**src/rtl/ctrl_pkg.sv**
```systemverilog
// Shared encodings for the RV32I multicycle control unit: ALU operation
// codes (also used by the ALU), major opcodes, FSM states and mux selects.
package ctrl_pkg;

  localparam logic [3:0] ALU_AND  = 4'b0000;
  localparam logic [3:0] ALU_OR   = 4'b0001;
  localparam logic [3:0] ALU_ADD  = 4'b0010;
  localparam logic [3:0] ALU_SRA  = 4'b0011;
  localparam logic [3:0] ALU_SUB  = 4'b0110;
  localparam logic [3:0] ALU_SLT  = 4'b0111;
  localparam logic [3:0] ALU_SLL  = 4'b1000;
  localparam logic [3:0] ALU_SRL  = 4'b1001;
  localparam logic [3:0] ALU_XOR  = 4'b1010;
  localparam logic [3:0] ALU_BGE  = 4'b1011;
  localparam logic [3:0] ALU_GEU  = 4'b1101;
  localparam logic [3:0] ALU_SLTU = 4'b1111;

  localparam logic [6:0] OP_LOAD   = 7'b0000011;
  localparam logic [6:0] OP_STORE  = 7'b0100011;
  localparam logic [6:0] OP_RTYPE  = 7'b0110011;
  localparam logic [6:0] OP_ITYPE  = 7'b0010011;
  localparam logic [6:0] OP_JAL    = 7'b1101111;
  localparam logic [6:0] OP_JALR   = 7'b1100111;
  localparam logic [6:0] OP_BRANCH = 7'b1100011;
  localparam logic [6:0] OP_LUI    = 7'b0110111;
  localparam logic [6:0] OP_AUIPC  = 7'b0010111;

  localparam logic [1:0] SRC_A_PC    = 2'b00;
  localparam logic [1:0] SRC_A_OLDPC = 2'b01;
  localparam logic [1:0] SRC_A_RS1   = 2'b10;
  localparam logic [1:0] SRC_A_ZERO  = 2'b11;

  localparam logic [1:0] SRC_B_RS2  = 2'b00;
  localparam logic [1:0] SRC_B_IMM  = 2'b01;
  localparam logic [1:0] SRC_B_FOUR = 2'b10;

  localparam logic [1:0] RES_ALUOUT = 2'b00;
  localparam logic [1:0] RES_RDATA  = 2'b01;
  localparam logic [1:0] RES_ALU    = 2'b10;

  localparam logic ADR_PC     = 1'b0;
  localparam logic ADR_ALUOUT = 1'b1;

  localparam logic [2:0] IMM_I = 3'b000;
  localparam logic [2:0] IMM_S = 3'b001;
  localparam logic [2:0] IMM_B = 3'b010;
  localparam logic [2:0] IMM_J = 3'b011;
  localparam logic [2:0] IMM_U = 3'b100;

  typedef enum logic [3:0] {
    S_FETCH, S_DECODE, S_MEMADR, S_MEMREAD, S_MEMWB, S_MEMWRITE, S_EXECR,
    S_EXECI, S_ALUWB, S_LUI, S_JAL, S_JALR, S_BRANCH, S_TRAP
  } state_t;

  // Which decode table the ALU decoder applies in the current state.
  typedef enum logic [1:0] {CLS_ADD, CLS_RTYPE, CLS_ITYPE, CLS_BRANCH} alu_class_t;

endpackage

```
**src/rtl/alu_decoder.sv**
```systemverilog
// Maps (state class, funct3, funct7b5) to the ALU operation code and tells
// the FSM whether a branch is taken on zero (BEQ) or on non-zero (others).
module alu_decoder
  import ctrl_pkg::*;
(
  input  alu_class_t  alu_class,
  input  logic [2:0]  funct3,
  input  logic        funct7b5,
  output logic [3:0]  alu_control,
  output logic        branch_if_zero
);

  // ALU op selection; ADD whenever the state is not an execute/branch state.
  always_comb begin
    alu_control    = ALU_ADD;
    branch_if_zero = 1'b0;
    case (alu_class)
      CLS_RTYPE, CLS_ITYPE: begin
        case (funct3)
          3'b000:  alu_control = (alu_class == CLS_RTYPE && funct7b5) ? ALU_SUB : ALU_ADD;
          3'b001:  alu_control = ALU_SLL;
          3'b010:  alu_control = ALU_SLT;
          3'b011:  alu_control = ALU_SLTU;
          3'b100:  alu_control = ALU_XOR;
          3'b101:  alu_control = funct7b5 ? ALU_SRA : ALU_SRL;
          3'b110:  alu_control = ALU_OR;
          default: alu_control = ALU_AND;
        endcase
      end
      CLS_BRANCH: begin
        case (funct3)
          3'b000: begin
            alu_control    = ALU_SUB;
            branch_if_zero = 1'b1;
          end
          3'b100:  alu_control = ALU_SLT;
          3'b101:  alu_control = ALU_BGE;
          3'b110:  alu_control = ALU_SLTU;
          3'b111:  alu_control = ALU_GEU;
          // BNE, plus the 010/011 encodings that never reach BRANCH.
          default: alu_control = ALU_SUB;
        endcase
      end
      default: ;
    endcase
  end

endmodule

```
**src/rtl/control_unit.sv**
```systemverilog
// Multicycle RV32I control FSM (Moore, except the FETCH/BRANCH enables and
// imm_src). Memory states wait on mem_ready, so CPI varies.
module control_unit
  import ctrl_pkg::*;
#(
  parameter bit ILLEGAL_HALT = 1'b1
) (
  input  logic       clk,
  input  logic       rst,
  input  logic [6:0] opcode,
  input  logic [2:0] funct3,
  input  logic       funct7b5,
  input  logic       zero,
  input  logic       mem_ready,
  output logic       pc_write,
  output logic       ir_write,
  output logic       adr_src,
  output logic       mem_write,
  output logic       reg_write,
  output logic [1:0] result_src,
  output logic [1:0] alu_src_a,
  output logic [1:0] alu_src_b,
  output logic [2:0] imm_src,
  output logic [3:0] alu_control,
  output logic       illegal
);

  state_t     state_q, state_d;
  alu_class_t alu_class;
  logic       branch_if_zero;
  logic       take;
  state_t     bad_instr_state;

  assign bad_instr_state = ILLEGAL_HALT ? S_TRAP : S_FETCH;
  assign take            = branch_if_zero ? zero : ~zero;

  alu_decoder u_alu_decoder (
    .alu_class      (alu_class),
    .funct3         (funct3),
    .funct7b5       (funct7b5),
    .alu_control    (alu_control),
    .branch_if_zero (branch_if_zero)
  );

  // State register; reset aborts any instruction in flight.
  always_ff @(posedge clk or posedge rst) begin
    if (rst) state_q <= S_FETCH;
    else     state_q <= state_d;
  end

  // Immediate format depends only on the opcode, independent of state.
  always_comb begin
    imm_src = IMM_I;
    case (opcode)
      OP_STORE:         imm_src = IMM_S;
      OP_BRANCH:        imm_src = IMM_B;
      OP_JAL:           imm_src = IMM_J;
      OP_LUI, OP_AUIPC: imm_src = IMM_U;
      default:          imm_src = IMM_I;
    endcase
  end

  // Next state and datapath controls for the current state.
  always_comb begin
    state_d    = state_q;
    pc_write   = 1'b0;
    ir_write   = 1'b0;
    adr_src    = ADR_PC;
    mem_write  = 1'b0;
    reg_write  = 1'b0;
    result_src = RES_ALUOUT;
    alu_src_a  = SRC_A_PC;
    alu_src_b  = SRC_B_RS2;
    alu_class  = CLS_ADD;
    illegal    = 1'b0;
    case (state_q)
      S_FETCH: begin
        alu_src_a  = SRC_A_PC;
        alu_src_b  = SRC_B_FOUR;
        result_src = RES_ALU;
        pc_write   = mem_ready;
        ir_write   = mem_ready;
        if (mem_ready) state_d = S_DECODE;
      end
      S_DECODE: begin
        alu_src_a = SRC_A_OLDPC;
        alu_src_b = SRC_B_IMM;
        case (opcode)
          OP_LOAD, OP_STORE: state_d = S_MEMADR;
          OP_RTYPE:          state_d = S_EXECR;
          OP_ITYPE:          state_d = S_EXECI;
          OP_JAL:            state_d = S_JAL;
          OP_JALR:           state_d = S_JALR;
          OP_BRANCH:         state_d = (funct3[2:1] == 2'b01) ? bad_instr_state : S_BRANCH;
          OP_LUI:            state_d = S_LUI;
          OP_AUIPC:          state_d = S_ALUWB;
          default:           state_d = bad_instr_state;
        endcase
      end
      S_MEMADR: begin
        alu_src_a = SRC_A_RS1;
        alu_src_b = SRC_B_IMM;
        state_d   = (opcode == OP_STORE) ? S_MEMWRITE : S_MEMREAD;
      end
      S_MEMREAD: begin
        adr_src = ADR_ALUOUT;
        if (mem_ready) state_d = S_MEMWB;
      end
      S_MEMWB: begin
        result_src = RES_RDATA;
        reg_write  = 1'b1;
        state_d    = S_FETCH;
      end
      S_MEMWRITE: begin
        adr_src   = ADR_ALUOUT;
        mem_write = 1'b1;
        if (mem_ready) state_d = S_FETCH;
      end
      S_EXECR: begin
        alu_src_a = SRC_A_RS1;
        alu_src_b = SRC_B_RS2;
        alu_class = CLS_RTYPE;
        state_d   = S_ALUWB;
      end
      S_EXECI: begin
        alu_src_a = SRC_A_RS1;
        alu_src_b = SRC_B_IMM;
        alu_class = CLS_ITYPE;
        state_d   = S_ALUWB;
      end
      S_LUI: begin
        alu_src_a = SRC_A_ZERO;
        alu_src_b = SRC_B_IMM;
        state_d   = S_ALUWB;
      end
      S_ALUWB: begin
        result_src = RES_ALUOUT;
        reg_write  = 1'b1;
        state_d    = S_FETCH;
      end
      S_JALR: begin
        alu_src_a = SRC_A_RS1;
        alu_src_b = SRC_B_IMM;
        state_d   = S_JAL;
      end
      S_JAL: begin
        alu_src_a  = SRC_A_OLDPC;
        alu_src_b  = SRC_B_FOUR;
        result_src = RES_ALUOUT;
        pc_write   = 1'b1;
        state_d    = S_ALUWB;
      end
      S_BRANCH: begin
        alu_src_a  = SRC_A_RS1;
        alu_src_b  = SRC_B_RS2;
        alu_class  = CLS_BRANCH;
        result_src = RES_ALUOUT;
        pc_write   = take;
        state_d    = S_FETCH;
      end
      S_TRAP: begin
        illegal = 1'b1;
      end
      default: state_d = S_FETCH;
    endcase
    // Keep every enable quiet while reset is held, even in FETCH.
    if (rst) begin
      pc_write  = 1'b0;
      ir_write  = 1'b0;
      mem_write = 1'b0;
      reg_write = 1'b0;
      illegal   = 1'b0;
    end
  end

endmodule

```
**config.mk**
```make
export PLATFORM = sky130hd
export DESIGN_NAME = control_unit
export DESIGN_NICKNAME = d
export VERILOG_FILES = /design/src/rtl/ctrl_pkg.sv /design/src/rtl/alu_decoder.sv /design/src/rtl/control_unit.sv
export SDC_FILE = /design/constraint.sdc
export NUM_CORES = 1
export LEC_CHECK = 0
export BUFFER_PORTS_ARGS = -buffer_cell sky130_fd_sc_hd__clkbuf_2
export CORE_ASPECT_RATIO = 1.25
export CORE_UTILIZATION = 43
export DETAILED_ROUTE_END_ITERATION = 8
export GPL_ROUTABILITY_DRIVEN = 0
export PLACE_DENSITY = 0.76
export SYNTH_ARGS = -nofsm -noshare
export SYNTH_HDL_FRONTEND = slang
export SYNTH_SLANG_ARGS = --single-unit
```
**constraint.sdc**
```tcl
create_clock -name clk -period 2.7 [get_ports clk]
set_input_delay 0.81 -clock clk [delete_from_list [all_inputs] [get_ports clk]]
set_output_delay 0.81 -clock clk [all_outputs]
set_load 0.1 [all_outputs]
```
==> impl_metrics.csv, run 1 <==
group,metric,value,unit
status,status,"did not finish",
status,lastStage,"5_1_grt",
status,error_line,"[ERROR GRT-0232] Routing congestion too high. Check the congestion heatmap in the GUI.",
synthesis,synth-seq-area-share,0.118,
synthesis,avgSynthCellArea,6.67,um2
placement,dp.cells,193,
die,rows,17,
synthesis,synthCells,127,
clock_tree,h-tree-depth,1,
global_route,grt-ovfl-total,27,
timing,worst_endpoint_kind,"primary output",
die,die_h,51.6,um
placement,placed_area,0.00163,mm2
placement,port_buffers,33,
synthesis,synth_area,847,um2
global_route,grt_usage,0.687,
synthesis,syn-num-nets,145,
timing,grt-worst-endpoint,"pc_write",
clock_tree,cts_buffers,3,
synthesis,async_flop_share,1.00,
clock_tree,holdBufCountCts,0,
clock_tree,clock-sinks,4,
clock_tree,clk_path_buf_depth,2,
synthesis,synth-edff-count,0,
global_route,grt_max_degree,17,
synthesis,yosysWarnings,0,
placement,dp_hpwl,2.65,mm
synthesis,ys_types,40,
die,die_w,41.7,um
die,initial_core_util,0.469,
clock_tree,cts-root-buf,"clkbuf_4",
die,pin_count,34,
synthesis,synth_ff_type,"dfrtp_1",
synthesis,ys_seq_elements,4,
[metrics by stage]
step / worst slack [ns] / util
floorplan: -0.701 / -
global placement: -0.194 / 0.902
detailed placement: -0.246 / 0.902
CTS: -0.481 / 0.947
[cell usage after synthesis (3+ instances only)]
library cell | n | area share
ha_1 | 3 | 0.044
xnor2_1 | 3 | 0.031
nor2b_1 | 8 | 0.059
nand4b_1 | 3 | 0.031
inv_1 | 5 | 0.022
nand2b_1 | 6 | 0.044
nor2_1 | 9 | 0.040
dfrtp_1 | 4 | 0.12
nor3_1 | 5 | 0.030
buf_2 | 3 | 0.018
o21ai_0 | 11 | 0.065
a21oi_1 | 10 | 0.059
clkbuf_1 | 5 | 0.022
nand3_1 | 4 | 0.024
nand2_1 | 16 | 0.071
[cell families after synthesis]
logic type | share of synthesized area
buffers and inverters | 0.0753
adder cells (fa/ha/maj) | 0.0443
multiplexers | 0.0118
AO/OA/AOI/OAI | 0.291
flip-flops | 0.118
XOR/XNOR | 0.0517
AND/OR/NAND/NOR | 0.408
[routing by layer]
layer | track usage | GRT overflow
met5 | 0 | 0
met4 | 0.855 | 13
met3 | 0.337 | 1
met2 | 0.940 | 13
met1 | 0.680 | 0
[timing repair]
item,CTS
hold endpoints to repair,0
pin swaps,8
endpoints found under the setup margin,5
gates resized for setup,14
buffers inserted,1
==> run 2: changes to the inputs <==
--- a/config.mk
+++ b/config.mk
@@ -6,11 +6,11 @@
 export NUM_CORES = 1
 export LEC_CHECK = 0
 export BUFFER_PORTS_ARGS = -buffer_cell sky130_fd_sc_hd__clkbuf_2
-export CORE_ASPECT_RATIO = 1.25
-export CORE_UTILIZATION = 43
+export CORE_AREA = 2 2 63 65
 export DETAILED_ROUTE_END_ITERATION = 8
+export DIE_AREA = 0 0 65 67
 export GPL_ROUTABILITY_DRIVEN = 0
-export PLACE_DENSITY = 0.76
+export PLACE_DENSITY_LB_ADDON = 0.15
 export SYNTH_ARGS = -nofsm -noshare
 export SYNTH_HDL_FRONTEND = slang
 export SYNTH_SLANG_ARGS = --single-unit
==> constraint.sdc (replaced) <==
create_clock -name clk -period 3.51 [get_ports clk]
set_input_delay 1.053 -clock clk [delete_from_list [all_inputs] [get_ports clk]]
set_output_delay 1.053 -clock clk [all_outputs]
set_load 0.1 [all_outputs]
==> run 2 against run 1 <==
Against the previous run:
- the flow now finishes without violations
- synthesized area is the same
- synthesized cell count is the same
==> impl_metrics.csv, run 2 <==
group,metric,value,unit
status,status,"completed",
route,dr.first_iter.drc_count,35,
placement,dp.cells,209,
die,die_h,67,um
synthesis,ys_seq_elements,4,
die,initial_core_util,0.235,
worst_hold_path,worstHoldPathType,"in2async",
synthesis,synth-edff-count,0,
finish,area_growth_syn_to_layout,66.6,%
timing,finalSetupViolCount,0,
global_route,grt-ovfl-total,0,
clock_tree,clock-sinks,4,
global_route,grt_pass1_vias,931,
power_and_ir_drop,power_density,847,mW/mm2
setup_path,cpMaxStageDelayCell,"dfrtp_2",
synthesis,yosys.cell_count.top_type,"nand2_1",
route,wirelength,2.59,mm
finish,layout_common_cells,"clkbuf_2, nand2_1, buf_4, o21ai_0",
finish,reg_top3,"state_q: 4 flops",
synthesis,yosys-top-cells-count,"nand2_1, o21ai_0, a21oi_1",
clock_tree,cts_buffers,3,
clock_tree,path_clk_slew,0.03,ns
power_and_ir_drop,vdd_drop_max,0.000312,V
timing,fmax,0.294,GHz
timing,tightestPinTransition,0.543,ns
timing,skew,0.00213,ns
placement,dp_hpwl,2.09,mm
clock_tree,cts-root-buf,"clkbuf_8",
synthesis,synth_area_leaders,"dfrtp_1, nand2_1, o21ai_0",
finish,largest_register_ffs,4,
flow_run,maxCapViolations,0,
synthesis,ys_types,40,
finish,drive_gt1_frac,0.445,
clock_tree,cts_tree,"built",
global_route,grt_usage,0.127,
route,wl_per_cell,12.2,um
synthesis,syn-num-nets,145,
synthesis,yosysWarnings,0,
setup_path,end_kind,"primary output",
clock_tree,h-tree-depth,1,
die,die_w,65,um
route,vias,1037,
timing,hold_violations,0,
route,ant_nets,0,
finish,ff_latch_area,104,um2
clock_tree,clk_latency,0.21,ns
timing,min_period,3.40,ns
setup_path,critPathLaunchType,"flop",
route,drc,0,
timing,rsz0062_at_grt,"false",
route,dr.pass1.iters,4,
setup_path,crit_chain,"buf_4 -> a22o_1 -> nand2_1 -> inv_1 -> ha_4 -> nor4b_4 -> xnor2_1 -> nand3_1 -> a311oi_4 -> buf_12",
clock_tree,cts_setup_buffers,0,
die,core-area,0.00361,mm2
synthesis,synth_ff_type,"dfrtp_1",
setup_path,slowest_delay,0.43,ns
synthesis,synth_area,847,um2
timing,fin_crit_sh,0.970,
finish,regMostFlops,"state_q",
finish,final_common_cell,"clkbuf_2",
power_and_ir_drop,p_leak,0.553,nW
route,via_per_inst,4.89,
clock_tree,clk_path_buf_depth,2,
setup_path,crit_path_max_fanout,6,
setup_path,path_class,"reg2out",
timing,slew_headroom,0.640,
finish,finalNonFillerCells,212,
global_route,grt_pass1_wl,4.37,mm
finish,n_fill_cell,381,
finish,antennaDiodeCount,0,
setup_path,cp.required,2.46,ns
synthesis,async_flop_share,1.00,
synthesis,synth_top_area_frac,0.118,
global_route,antenna_found_initial,0,
die,rows,22,
finish,nets,184,
timing,final_max_slew_viol_count,0,
synthesis,avgSynthCellArea,6.67,um2
synthesis,yosysTopAreaCell,"dfrtp_1",
synthesis,synth-seq-area-share,0.118,
synthesis,synthCells,127,
setup_path,crit_arrival,2.35,ns
placement,port_buffers,33,
die,die_area,0.00436,mm2
power_and_ir_drop,fin_total_pwr,1.19,mW
die,pin_count,34,
global_route,grt_max_degree,17,
finish,multi_input_area,840,um2
run 2: cell counts after synthesis:
No cell type changed its count.
run 2: repair_timing:
action                                  in CTS  in global routing
endpoints found under the setup margin       0                  1
hold buffers                                 0                  0
resized for setup                            0                 10
run 2: per-layer routing:
metal	track usage	part of all wire	vias to the layer above
met5	0	0	-
met1	0.180	0.49	467
met3	0.00507	0.050	2
li1	-	-	528
met4	0.0479	0.0097	0
met2	0.204	0.45	40
run 2: power breakdown:
group | total, mW | switching [mW] | internal, mW | leakage, nW
sequential | 0.0989 | 0.0309 | 0.0680 | 0.0476
combinational | 1.00 | 0.744 | 0.258 | 0.484
clock | 0.0939 | 0.0210 | 0.0728 | 0.0216
run 2: logic make-up (layout without fill, tap and decap cells):
family                   after synthesis  count (layout)  synth area share
flip-flops                             4               4             0.118
AO/OA/AOI/OAI                         36              36             0.291
adder cells (fa/ha/maj)                3               3            0.0443
buffers and inverters                 14              51            0.0753
multiplexers                           1               1            0.0118
XOR/XNOR                               5               5            0.0517
AND/OR/NAND/NOR                       64              64             0.408
run 2: final timing paths:
kind | from | endpoint | slack [ns] | cells past startpoint
setup / recovery | state_q[0] | pc_write | 0.11 | 10
setup reg to reg | state_q[1] | state_q[2] | 1.97 | 5
hold / removal | rst | state_q[2] | 0.80 | 2
max in group asynchronous | rst | state_q[1] | 2.52 | 2
min in group clk | state_q[3] | state_q[1] | 0.80 | 4
hold reg to reg | state_q[3] | state_q[1] | 0.80 | 4
run 2: cell type report:
class,count,area share
multi-input cells,109,0.595
repair buffers,43,0.246
flip-flops and latches,4,0.0736
well taps,48,0.0426
clock buffers,3,0.0293
inverters,5,0.0133
run 2: stage by stage:
step	hold slack (ns)	setup WS, ns	area, um2	util	TNS, ns
2_1_floorplan	0.645	-0.260	1010	-	-0.446
3_3_place_gp	0.808	0.105	1330	0.369	0
3_5_place_dp	0.802	0.107	1330	0.369	0
4_1_cts	0.802	0.0276	1370	0.381	0
5_1_grt	0.831	0.0103	1410	0.391	0
6_report	0.797	0.106	1410	0.391	0
run 2: critical path, delay by kind of cell (launching register included):
family                   cells  cell delay, ns
flip-flops                   1            0.43
AO/OA/AOI/OAI                2            0.51
buffers and inverters        3            0.46
adder cells (fa/ha/maj)      1            0.16
AND/OR/NAND/NOR              3            0.37
XOR/XNOR                     1            0.19
(Power assumes the default switching activity.)
